--- src/rtl/csr_defs.sv ---
// Shared CSR addresses, field positions and exception codes for csr_file_v2.
package csr_defs;

  localparam logic [13:0] CSR_CRMD   = 14'h000;
  localparam logic [13:0] CSR_PRMD   = 14'h001;
  localparam logic [13:0] CSR_ECFG   = 14'h004;
  localparam logic [13:0] CSR_ESTAT  = 14'h005;
  localparam logic [13:0] CSR_ERA    = 14'h006;
  localparam logic [13:0] CSR_BADV   = 14'h007;
  localparam logic [13:0] CSR_EENTRY = 14'h00c;
  localparam logic [13:0] CSR_SAVE0  = 14'h030;
  localparam logic [13:0] CSR_TID    = 14'h040;
  localparam logic [13:0] CSR_TCFG   = 14'h041;
  localparam logic [13:0] CSR_TVAL   = 14'h042;
  localparam logic [13:0] CSR_TICLR  = 14'h044;

  localparam int CRMD_PLV_LSB  = 0;
  localparam int CRMD_PLV_MSB  = 1;
  localparam int CRMD_IE       = 2;
  localparam int CRMD_DA       = 3;
  localparam int PRMD_PPLV_LSB = 0;
  localparam int PRMD_PPLV_MSB = 1;
  localparam int PRMD_PIE      = 2;
  localparam int ESTAT_IS10    = 10;
  localparam int ESTAT_TI      = 11;
  localparam int TCFG_EN       = 0;
  localparam int TCFG_PERIODIC = 1;
  localparam int TICLR_CLR     = 0;
  localparam int EENTRY_VA_LSB = 6;

  // LIE bit 10 has no interrupt source behind it
  localparam logic [12:0] ECFG_LIE_MASK = 13'h1bff;

  localparam logic [5:0] ECODE_ADE     = 6'h08;
  localparam logic [5:0] ECODE_ALE     = 6'h09;
  localparam logic [8:0] ESUBCODE_ADEF = 9'h000;
  localparam logic [8:0] ESUBCODE_ADEM = 9'h001;

  function automatic logic [31:0] csr_merge(input logic [31:0] old_val,
                                            input logic [31:0] wmask,
                                            input logic [31:0] wvalue);
    return (wmask & wvalue) | (~wmask & old_val);
  endfunction

endpackage

--- src/rtl/csr_timer.sv ---
// Stable timer: owns TCFG, the down-counter and the timer interrupt flag (ESTAT.IS[11]).
module csr_timer
  import csr_defs::*;
#(
  parameter int TIMER_W = 32
) (
  input  logic               clock,
  input  logic               reset,
  input  logic               tcfg_we,
  input  logic [TIMER_W-1:0] tcfg_next,
  input  logic               ticlr_clr,
  output logic [TIMER_W-1:0] tcfg,
  output logic [TIMER_W-1:0] timer_cnt,
  output logic               ti_flag
);

  logic [TIMER_W-1:0] load_next;
  logic [TIMER_W-1:0] load_cur;
  logic               hit_zero;

  assign load_next = {tcfg_next[TIMER_W-1:2], 2'b00};
  assign load_cur  = {tcfg[TIMER_W-1:2], 2'b00};
  assign hit_zero  = tcfg[TCFG_EN] && (timer_cnt == '0);

  always_ff @(posedge clock or negedge reset) begin
    if (!reset) begin
      tcfg      <= '0;
      timer_cnt <= '1;
      ti_flag   <= 1'b0;
    end else begin
      if (tcfg_we) tcfg <= tcfg_next;

      // all-ones is the parked state of an expired one-shot timer
      if (tcfg_we) begin
        if (tcfg_next[TCFG_EN]) timer_cnt <= load_next;
      end else if (tcfg[TCFG_EN] && (timer_cnt != '1)) begin
        if ((timer_cnt == '0) && tcfg[TCFG_PERIODIC]) timer_cnt <= load_cur;
        else                                          timer_cnt <= timer_cnt - TIMER_W'(1);
      end

      if (hit_zero)       ti_flag <= 1'b1;
      else if (ticlr_clr) ti_flag <= 1'b0;
    end
  end

endmodule

--- src/rtl/csr_file_v2.sv ---
// LoongArch CSR file: combinational read, posedge write, exception/ertn state and timer.
module csr_file_v2
  import csr_defs::*;
#(
  parameter int          SAVE_NUM  = 4,
  parameter int          TIMER_W   = 32,
  parameter int          HW_INT_W  = 8,
  parameter logic [31:0] TID_RESET = 32'h0
) (
  input  logic                clock,
  input  logic                reset,
  input  logic                csr_re,
  input  logic [13:0]         csr_num,
  output logic [31:0]         csr_rvalue,
  input  logic                csr_we,
  input  logic [31:0]         csr_wmask,
  input  logic [31:0]         csr_wvalue,
  input  logic                wb_ex,
  input  logic [5:0]          wb_ecode,
  input  logic [8:0]          wb_esubcode,
  input  logic [31:0]         wb_pc,
  input  logic [31:0]         wb_vaddr,
  input  logic                eret_flush,
  input  logic [HW_INT_W-1:0] hw_int_in,
  input  logic                ipi_int_in,
  output logic                has_int,
  output logic [31:0]         ex_entry,
  output logic [31:0]         era_out
);

  logic [1:0]  crmd_plv, prmd_pplv, estat_sw;
  logic        crmd_ie, prmd_pie, estat_ipi, ti_flag;
  logic [12:0] ecfg_lie;
  logic [7:0]  estat_hw, hw_pad;
  logic [5:0]  estat_ecode;
  logic [8:0]  estat_esub;
  logic [31:0] era, badv, tid;
  logic [31:6] eentry;
  logic [31:0] save_q [SAVE_NUM];
  logic [31:0] crmd_r, prmd_r, estat_r, rd_raw, wnew;
  logic [TIMER_W-1:0] tcfg, timer_cnt;
  logic        wr_ok;

  assign wr_ok    = csr_we && !wb_ex && !eret_flush;
  assign ex_entry = {eentry, 6'b0};
  assign era_out  = era;

  always_comb begin
    hw_pad = '0;
    hw_pad[HW_INT_W-1:0] = hw_int_in;
  end

  always_comb begin
    crmd_r = '0;
    crmd_r[CRMD_DA] = 1'b1;
    crmd_r[CRMD_IE] = crmd_ie;
    crmd_r[CRMD_PLV_MSB:CRMD_PLV_LSB] = crmd_plv;
    prmd_r = '0;
    prmd_r[PRMD_PIE] = prmd_pie;
    prmd_r[PRMD_PPLV_MSB:PRMD_PPLV_LSB] = prmd_pplv;
    estat_r = '0;
    estat_r[1:0]        = estat_sw;
    estat_r[9:2]        = estat_hw;
    estat_r[ESTAT_IS10] = 1'b0;
    estat_r[ESTAT_TI]   = ti_flag;
    estat_r[12]         = estat_ipi;
    estat_r[21:16]      = estat_ecode;
    estat_r[30:22]      = estat_esub;
  end

  // rd_raw is also the old value of the write target, since read and write share csr_num
  always_comb begin
    rd_raw = '0;
    case (csr_num)
      CSR_CRMD:   rd_raw = crmd_r;
      CSR_PRMD:   rd_raw = prmd_r;
      CSR_ECFG:   rd_raw = {19'b0, ecfg_lie};
      CSR_ESTAT:  rd_raw = estat_r;
      CSR_ERA:    rd_raw = era;
      CSR_BADV:   rd_raw = badv;
      CSR_EENTRY: rd_raw = ex_entry;
      CSR_TID:    rd_raw = tid;
      CSR_TCFG:   rd_raw = 32'(tcfg);
      CSR_TVAL:   rd_raw = 32'(timer_cnt);
      default:    rd_raw = '0;
    endcase
    for (int i = 0; i < SAVE_NUM; i++)
      if (csr_num == CSR_SAVE0 + 14'(i)) rd_raw = save_q[i];
  end

  assign csr_rvalue = csr_re ? rd_raw : 32'h0;
  assign wnew       = csr_merge(rd_raw, csr_wmask, csr_wvalue);

  csr_timer #(.TIMER_W(TIMER_W)) u_timer (
    .clock     (clock),
    .reset     (reset),
    .tcfg_we   (wr_ok && (csr_num == CSR_TCFG)),
    .tcfg_next (wnew[TIMER_W-1:0]),
    .ticlr_clr (wr_ok && (csr_num == CSR_TICLR) && wnew[TICLR_CLR]),
    .tcfg      (tcfg),
    .timer_cnt (timer_cnt),
    .ti_flag   (ti_flag)
  );

  always_ff @(posedge clock or negedge reset) begin
    if (!reset) begin
      crmd_plv    <= '0;
      crmd_ie     <= 1'b0;
      prmd_pplv   <= '0;
      prmd_pie    <= 1'b0;
      ecfg_lie    <= '0;
      estat_sw    <= '0;
      estat_hw    <= '0;
      estat_ipi   <= 1'b0;
      estat_ecode <= '0;
      estat_esub  <= '0;
      era         <= '0;
      badv        <= '0;
      eentry      <= '0;
      tid         <= TID_RESET;
      has_int     <= 1'b0;
      for (int i = 0; i < SAVE_NUM; i++) save_q[i] <= '0;
    end else begin
      estat_hw  <= hw_pad;
      estat_ipi <= ipi_int_in;
      has_int   <= crmd_ie && |(estat_r[12:0] & ecfg_lie);
      if (wb_ex) begin
        prmd_pplv   <= crmd_plv;
        prmd_pie    <= crmd_ie;
        crmd_plv    <= '0;
        crmd_ie     <= 1'b0;
        estat_ecode <= wb_ecode;
        estat_esub  <= wb_esubcode;
        era         <= wb_pc;
        if (wb_ecode == ECODE_ADE && wb_esubcode == ESUBCODE_ADEF)
          badv <= wb_pc;
        else if ((wb_ecode == ECODE_ADE && wb_esubcode == ESUBCODE_ADEM) || wb_ecode == ECODE_ALE)
          badv <= wb_vaddr;
      end else if (eret_flush) begin
        crmd_plv <= prmd_pplv;
        crmd_ie  <= prmd_pie;
      end else if (csr_we) begin
        case (csr_num)
          CSR_CRMD: begin
            crmd_plv <= wnew[CRMD_PLV_MSB:CRMD_PLV_LSB];
            crmd_ie  <= wnew[CRMD_IE];
          end
          CSR_PRMD: begin
            prmd_pplv <= wnew[PRMD_PPLV_MSB:PRMD_PPLV_LSB];
            prmd_pie  <= wnew[PRMD_PIE];
          end
          CSR_ECFG:   ecfg_lie <= wnew[12:0] & ECFG_LIE_MASK;
          CSR_ESTAT:  estat_sw <= wnew[1:0];
          CSR_ERA:    era      <= wnew;
          CSR_BADV:   badv     <= wnew;
          CSR_EENTRY: eentry   <= wnew[31:EENTRY_VA_LSB];
          CSR_TID:    tid      <= wnew;
          default: ;
        endcase
        for (int i = 0; i < SAVE_NUM; i++)
          if (csr_num == CSR_SAVE0 + 14'(i)) save_q[i] <= wnew;
      end
    end
  end

endmodule

--- config.mk ---
export PLATFORM = sky130hd
export DESIGN_NAME = csr_file_v2
export DESIGN_NICKNAME = d
export VERILOG_FILES = /design/src/rtl/csr_defs.sv /design/src/rtl/csr_timer.sv /design/src/rtl/csr_file_v2.sv
export SDC_FILE = /design/constraint.sdc
export NUM_CORES = 1
export LEC_CHECK = 0
export BUFFER_PORTS_ARGS = -buffer_cell sky130_fd_sc_hd__buf_4
export CAP_MARGIN = 20
export CORE_ASPECT_RATIO = 1.25
export CORE_UTILIZATION = 25
export CTS_BUF_LIST = sky130_fd_sc_hd__clkbuf_8
export CTS_CLUSTER_DIAMETER = 50
export CTS_CLUSTER_SIZE = 28
export DETAILED_ROUTE_END_ITERATION = 7
export PLACE_DENSITY = 0.48
export SLEW_MARGIN = 10
export SYNTH_ARGS = -nofsm -noshare
export SYNTH_HDL_FRONTEND = slang
export SYNTH_SLANG_ARGS = --single-unit
--- constraint.sdc ---
create_clock -name clock -period 6.3 [get_ports clock]
set_input_delay 0.63 -clock clock [delete_from_list [all_inputs] [get_ports clock]]
set_output_delay 0.63 -clock clock [all_outputs]
set_load 0.005 [all_outputs]
==> results of run 1 <==
per-stage QoR:
stage	area, um2	setup slack (ns)	hold slack [ns]	utilization [%]
after CTS	23700	1.48	0.0416	30.5
after global placement	22800	1.35	0.457	29.4
after detailed placement	22800	1.39	0.465	29.4
after floorplan	19700	3.08	0.334	-
final	23700	1.45	0.0305	30.6
after global routing	23700	1.42	0.0767	30.6
cell type report:
cell class / count / area share, %
Clock inverter: 28 / 1.31
Sequential cell: 360 / 38.2
Inverter: 25 / 0.396
Timing Repair Buffer: 333 / 10.7
Antenna cell: 4 / 0.0422
Tap cell: 1044 / 5.51
Clock buffer: 39 / 2.26
Multi-Input combinational cell: 1616 / 41.6
power groups by stage:
stage | Sequential [W] | Clock, W | Combinational [W]
floorplan | 0.00245 | 0 | 0.000234
global placement | 0.00248 | 0 | 0.000542
detailed placement | 0.00248 | 0 | 0.000548
CTS | 0.00243 | 0.00183 | 0.000550
global route | 0.00244 | 0.00190 | 0.000593
finish | 0.00243 | 0.00179 | 0.000553
per-layer routing:
| layer | up-vias | routed length (um) | global-route usage, % |
|---|---|---|---|
| met5 | - | 13 | 0 |
| met4 | 2 | 4130 | 9.94 |
| met3 | 167 | 6110 | 2.91 |
| met2 | 880 | 44300 | 38.1 |
| met1 | 9385 | 37300 | 29.0 |
| li1 | 8313 | - | - |
registers in the layout, summed over array words and instances, names as in the netlist:
name,count
save_q,128
badv,32
era_out,32
tid,32
u_timer.tcfg,32
u_timer.timer_cnt,32
eentry,26
ecfg_lie,12
estat_esub,9
estat_hw,8
estat_ecode,6
crmd_plv,2
estat_sw,2
prmd_pplv,2
crmd_ie,1
estat_ipi,1
has_int,1
prmd_pie,1
u_timer.ti_flag,1
cells in the final DEF, fill, tap and decap left out, drive strengths merged, types with 20 or more instances in the layout:
cell type,n
a21oi,81
a22oi,33
a31oi,20
buf,333
clkbuf,39
dfrtp,328
dfstp,32
inv,43
mux2,66
mux2i,64
nand2,346
nand2b,32
nand3,39
nor2,126
nor3,34
nor4,32
o211ai,31
o21ai,326
o22ai,22
logic make-up (layout without fill, tap and decap cells):
logic type	Yosys count	after routing	share of synthesized area (%)
buffers and inverters	205	425	4.50
muxes	130	130	7.03
AOI/OAI and AO/OA	705	705	22.7
other	1	10	0.0190
adders and majority gates	2	2	0.127
DFF	360	360	45.9
xor gates and xnor gates	19	19	0.845
and+or+nand+nor	754	754	18.9
worst max path at each step:
stage	start	to	slack, ns	cells after the start
2_1_floorplan	csr_num[7]	csr_rvalue[7]	3.08	7
3_3_place_gp	csr_num[0]	era_out[23]$_DFFE_PN0P_	1.35	9
3_5_place_dp	csr_num[0]	era_out[23]$_DFFE_PN0P_	1.39	9
4_1_cts	csr_num[0]	csr_rvalue[27]	1.48	7
5_1_grt	csr_num[0]	csr_rvalue[27]	1.42	7
6_report	csr_num[0]	csr_rvalue[27]	1.45	7
==> impl_results.md, run 1 <==
* Top post-synthesis cells by area: dfrtp_1 (42%), o21ai_0 (8.2%), nand2_1 (6.6%)
* Crit Path Max Fanout at 42
* Final Power at 0.00478 W
* Sw frac at 31.0%
* Most frequent cells after synthesis: nand2_1 (345), dfrtp_1 (328), o21ai_0 (321)
* Peak VDD IR at 0.110 mV
* I/O pin count at 269
* Layout area overhead at 20.4%
* DR iter-0 viols at 1,740
* Clock transition at path regs at 0.11 ns
* Global Route Usage Sum at 22.7%
* Later-pin clock latency in the skew report at 0.63 ns
* Area leader, netlist: dfrtp_1
* R2r setup slk at 2.42 ns
* Tightest Pin Transition at 1.13 ns
* Largest net degree at the start of global routing at 164
* RSZ-0062 raised after global routing: no
* Ys Warns at 0
* Total number of vias at 18.7k
* Final period util at 76.9%
* Reg-to-Reg Start: u_timer.timer_cnt[27]$_DFFE_PN1P_
* Max-slew headroom at 24.0%
* Leakage power at 10.2 nW
* Mapped Avg Cell Area at 9.05 um2
* Startpoint types: primary input
* Num CTS Buffers at 37
* Per-cell routed wire length at 26.6 um
* Antenna violations before repair at 7
* IO buf count at 262
* DRT antenna net count at 0
* Crit-path max cell delay at 0.97 ns
* Root Buffer: clkbuf_8
* Yosys top cell area share at 41.7%
* Final Non-Filler Cells at 3,449
* Fin. Hold Viols at 0
* Critical path class: in -> out
* RR Endpoint: u_timer.timer_cnt[12]$_DFFE_PN1P_
* Outcome: complete, no violations
* FF+latch area at 0.00905 mm2
* Clock power share at 37.5%
* Area taken by multi-input logic gates at 0.00986 mm2
* Hold Path Class: in -> async
* CP bufs+invs at 3
* Post-CTS Setup Repair Bufs at 0
* Deepest clock path buffer count at 3
* Gpl congestion at 0.946
* Number of flops mapped to enable cells by yosys at 0
* Slowest cell on the critical path: or4b_2
* Vias/cell at 5.44
* Fin Setup TNS at 0 ns
* Final setup fails at 0
* Max-cap check violation count at 0
* Arrival time at the worst endpoint at 4.22 ns
* Top-count cell post-synth: nand2_1
* Cts hold-fix bufs at 0
* Synth unique cells at 93
* Htree depth at 2
* Initial Util at 25.4%
* Share of cells above drive strength 1 at 22.9%
* Nets at 2,547
* Post-synth top flop: dfrtp_1
* Switch Pwr at 0.00148 W
* CP Cell Sequence: buf_4 -> buf_4 -> or4b_2 -> nor4_4 -> a211oi_1 -> nor4_1 -> buf_4
* Sequential fraction of the synthesis area at 45.9%
* Sequential share of power at 50.9%
* Grt total ovfl at 0
* DP HPWL at 67,800 um
* Mapped cell area at 0.0197 mm2
* Die width at 253 um
* Final Max Tran Viols at 0
* # DRC at 0
* Die height at 316 um
* Reg2Reg Depth at 7
* Crit-path leading delay family: simple AND/OR/NAND/NOR gates
* CTS tree: done
* Placed Cells at 3,375
* Core Rows at 114
* Synth async-reset ratio at 100%
* Die Area at 0.0799 mm2
* #FFs+latches synth at 360
* Vias in the first global route at 18.6k
* Skew final at 0.0475 ns
* Fill count at 8,326
* Worst Path Required at 5.67 ns
* Final WL at 91,900 um
* Int Power at 0.00330 W
* Pwr/cell area at 201 mW/mm2
* Clock sinks at 360
* Comb power frac at 11.6%
* First-pass GRT wire length at 133,000 um
* Final Critical Period at 4.85 ns
* Most used cell, CP: buf_4
* Core area at 0.0776 mm2
* CTS-repair resized insts at 0
* DR pass1 iterations at 8
* CP Capture Type: output port
* Syn Inst Count at 2,176
* Fmax at 206 MHz
Power figures use the tool's default switching activity.
==> inputs of run 2 (changes only) <==
--- a/config.mk
+++ b/config.mk
@@ -13,7 +13,7 @@
 export CTS_CLUSTER_DIAMETER = 50
 export CTS_CLUSTER_SIZE = 28
 export DETAILED_ROUTE_END_ITERATION = 7
-export PLACE_DENSITY = 0.48
+export PLACE_DENSITY = 0.5
 export SLEW_MARGIN = 10
 export SYNTH_ARGS = -nofsm -noshare
 export SYNTH_HDL_FRONTEND = slang
==> constraint.sdc (replaced) <==
create_clock -name clock -period 4.2 [get_ports clock]
set_input_delay 0.42 -clock clock [delete_from_list [all_inputs] [get_ports clock]]
set_output_delay 0.42 -clock clock [all_outputs]
set_load 0.005 [all_outputs]
==> run 2 against run 1 <==
Clock skew down 0.0021 ns. Global-route usage rose by 1.8 points. Worst setup slack worse by 0.90 ns. Non-clock buffer count increased by 130. First-iteration DRC count is 11% higher. Sequential share of layout area down 2.0 points. Combinational power up 65%.
==> impl_results.md, run 2 (synthesis results as in run 1) <==
* Crit Path Max Fanout at 22 (was 42)
* Skew final at 0.0454 ns (was 0.0475 ns)
* # DRC at 0 (unchanged)
* CP bufs+invs at 4 (was 3)
* Die Area at 0.0799 mm2 (unchanged)
* Final setup fails at 0 (unchanged)
* Reg2Reg Depth at 9 (was 7)
* Fin Setup TNS at 0 ns (unchanged)
* Layout area overhead at 27.1% (was 20.4%)
* Final Critical Period at 3.65 ns
* CP Cell Sequence: buf_4 -> or4b_2 -> buf_4 -> nor4_1 -> a221oi_1 -> o31ai_1 -> a21oi_1 -> buf_4 -> buf_4 (was buf_4 -> buf_4 -> or4b_2 -> nor4_4 -> a211oi_1 -> nor4_1 -> buf_4)
* Min-Delay Endpoint: era_out[3]$_DFFE_PN0P_
* CTS tree: done (unchanged)
* Pwr/cell area at 296 mW/mm2 (was 201 mW/mm2)
* Outcome: complete, no violations (unchanged)
* Most used cell, CP: buf_4 (unchanged)
* Per-cell routed wire length at 27.5 um (was 26.6 um)
* Arrival time at the worst endpoint at 3.23 ns (was 4.22 ns)
* Gpl congestion at 0.962 (was 0.946)
* Placed Cells at 3,456 (was 3,375)
* Htree depth at 2 (unchanged)
* Die height at 316 um (unchanged)
* Max-cap check violation count at 0 (unchanged)
* Leakage power at 10.9 nW (was 10.2 nW)
* Final Max Tran Viols at 0 (unchanged)
* Crit-path leading delay family: simple AND/OR/NAND/NOR gates (unchanged)
* CP Capture Type: output port (unchanged)
* Hold Path Class: in -> reg (was in -> async)
* Largest net degree at the start of global routing at 111 (was 164)
* Clock sinks at 360 (unchanged)
* DRT antenna net count at 0 (unchanged)
* Startpoint types: primary input (unchanged)
* First-pass GRT wire length at 142,000 um (was 133,000 um)
* Clock transition at path regs at 0.10 ns (was 0.11 ns)
* Root Buffer: clkbuf_8 (unchanged)
* Initial Util at 25.4% (unchanged)
* Sequential share of power at 49.3% (was 50.9%)
* Final Core Density at 32.3% (was 30.6%)
* Num CTS Buffers at 43 (was 37)
* Post-CTS Setup Repair Bufs at 0 (unchanged)
* Vias/cell at 5.39 (was 5.44)
* Share of cells above drive strength 1 at 24.8% (was 22.9%)
* Final WL at 98,700 um (was 91,900 um)
* Max reg flops at 128 (unchanged)
* Int Power at 0.00516 W (was 0.00330 W)
* Die width at 253 um (unchanged)
* DP HPWL at 74,900 um (was 67,800 um)
* Hold WS at 0.0247 ns (was 0.0305 ns)
* Nets at 2,683 (was 2,547)
* Final period util at 86.9%
* Comb power frac at 12.3% (was 11.6%)
* Antenna violations before repair at 5 (was 7)
* Crit-path max cell delay at 0.82 ns (was 0.97 ns)
* Vias in the first global route at 19.1k (was 18.6k)
* DR iter-0 viols at 1,940 (was 1,740)
* Worst Path Required at 3.78 ns (was 5.67 ns)
* Switch Pwr at 0.00226 W (was 0.00148 W)
* Final Non-Filler Cells at 3,591 (was 3,449)
* Peak VDD IR at 0.186 mV (was 0.110 mV)
* Reg-to-Reg Start: u_timer.timer_cnt[0]$_DFFE_PN1P_ (was u_timer.timer_cnt[27]$_DFFE_PN1P_)
* Setup WS pre-CTS at 0.119 ns (was 1.39 ns)
* Grt total ovfl at 0 (unchanged)
* Most frequent cells in the layout: buf_4 (397), nand2_1 (342), dfrtp_1 (328) (was nand2_1 (341), buf_4 (329), dfrtp_1 (328))
* Top reg by flops: save_q (unchanged)
* Max-slew headroom at 20.9% (was 24.0%)
* RSZ-0062 raised after global routing: no (unchanged)
* Slowest cell on the critical path: or4b_2 (unchanged)
* I/O pin count at 269 (unchanged)
* R2r setup slk at 0.74 ns (was 2.42 ns)
* CTS-repair resized insts at 0 (unchanged)
* Later-pin clock latency in the skew report at 0.68 ns (was 0.63 ns)
* Tightest Pin Transition at 1.18 ns (was 1.13 ns)
* RR Endpoint: u_timer.timer_cnt[23]$_DFFE_PN1P_ (was u_timer.timer_cnt[12]$_DFFE_PN1P_)
* Core Rows at 114 (unchanged)
* Core area at 0.0776 mm2 (unchanged)
* Fmax at 274 MHz
* Global Route Usage Sum at 24.5% (was 22.7%)
* Total number of vias at 19.4k (was 18.7k)
* Hold Path Depth at 3
* Fin. Hold Viols at 0 (unchanged)
* Clock power share at 38.4% (was 37.5%)
* Critical path class: in -> out (unchanged)
* Hold Path Origin: wb_pc[3]
* Worst setup margin at 0.551 ns (was 1.45 ns)
* DR pass1 iterations at 6 (was 8)
* IO buf count at 262 (unchanged)
* Most common cell after layout, fill and taps aside: buf_4 (was nand2_1)
* Deepest clock path buffer count at 3 (unchanged)
* Sw frac at 30.4% (was 31.0%)
==> run 2: worst max path at each step <==
stage | end | cells past startpoint | from | slack [ns]
2_1_floorplan | csr_rvalue[7] | 7 | csr_num[7] | 1.40
3_3_place_gp | era_out[9]$_DFFE_PN0P_ | 9 | csr_num[3] | 0.18
3_5_place_dp | era_out[9]$_DFFE_PN0P_ | 9 | csr_num[3] | 0.12
4_1_cts | csr_rvalue[9] | 9 | csr_num[3] | 0.57
5_1_grt | csr_rvalue[27] | 11 | csr_num[7] | 0.51
6_report | csr_rvalue[9] | 9 | csr_num[0] | 0.55
==> run 2: repair_timing <==
| action | 4_1_cts | 5_1_grt |
|---|---|---|
| hold buffers | 52 | 0 |
| endpoints found under the hold margin | 146 | 0 |
| endpoints found under the setup margin | 0 | 0 |
==> run 2: metal layers <==
metal | up-vias | track usage [%] | wire, um
met1 | 9782 | 31.8 | 41600
li1 | 8588 | - | -
met3 | 172 | 3.12 | 5530
met2 | 825 | 41.4 | 47600
met5 | - | 0 | 0
met4 | 0 | 9.01 | 3890
==> run 2: power groups by stage <==
stage,sequential (W),clock [W],combinational (W)
after floorplan,0.00367,0,0.000351
after global placement,0.00372,0,0.000861
after global routing,0.00367,0.00301,0.000976
final,0.00366,0.00285,0.000912
after detailed placement,0.00372,0,0.000872
after CTS,0.00365,0.00291,0.000913
==> run 2: layout make-up <==
class	instances	area [um2]
Multi-Input combinational cell	1616	9850
Antenna cell	4	10.0
Tap cell	1044	1310
Fill cell	8209	52600
Inverter	25	93.8
Timing Repair Buffer	463	3780
Clock inverter	34	323
Sequential cell	360	9050
Clock buffer	45	619
==> run 2: tightest hold or removal path, cell delays in order <==
cell,delay [ns]
buf_4,0.09
a22oi_1,0.08
o21ai_0,0.07
==> run 2: through the flow <==
stage	total power, W	area [um2]
after global routing	0.00765	25000
after global placement	0.00458	23600
final	0.00742	25000
after floorplan	0.00402	19700
after CTS	0.00748	25000
after detailed placement	0.00459	23600
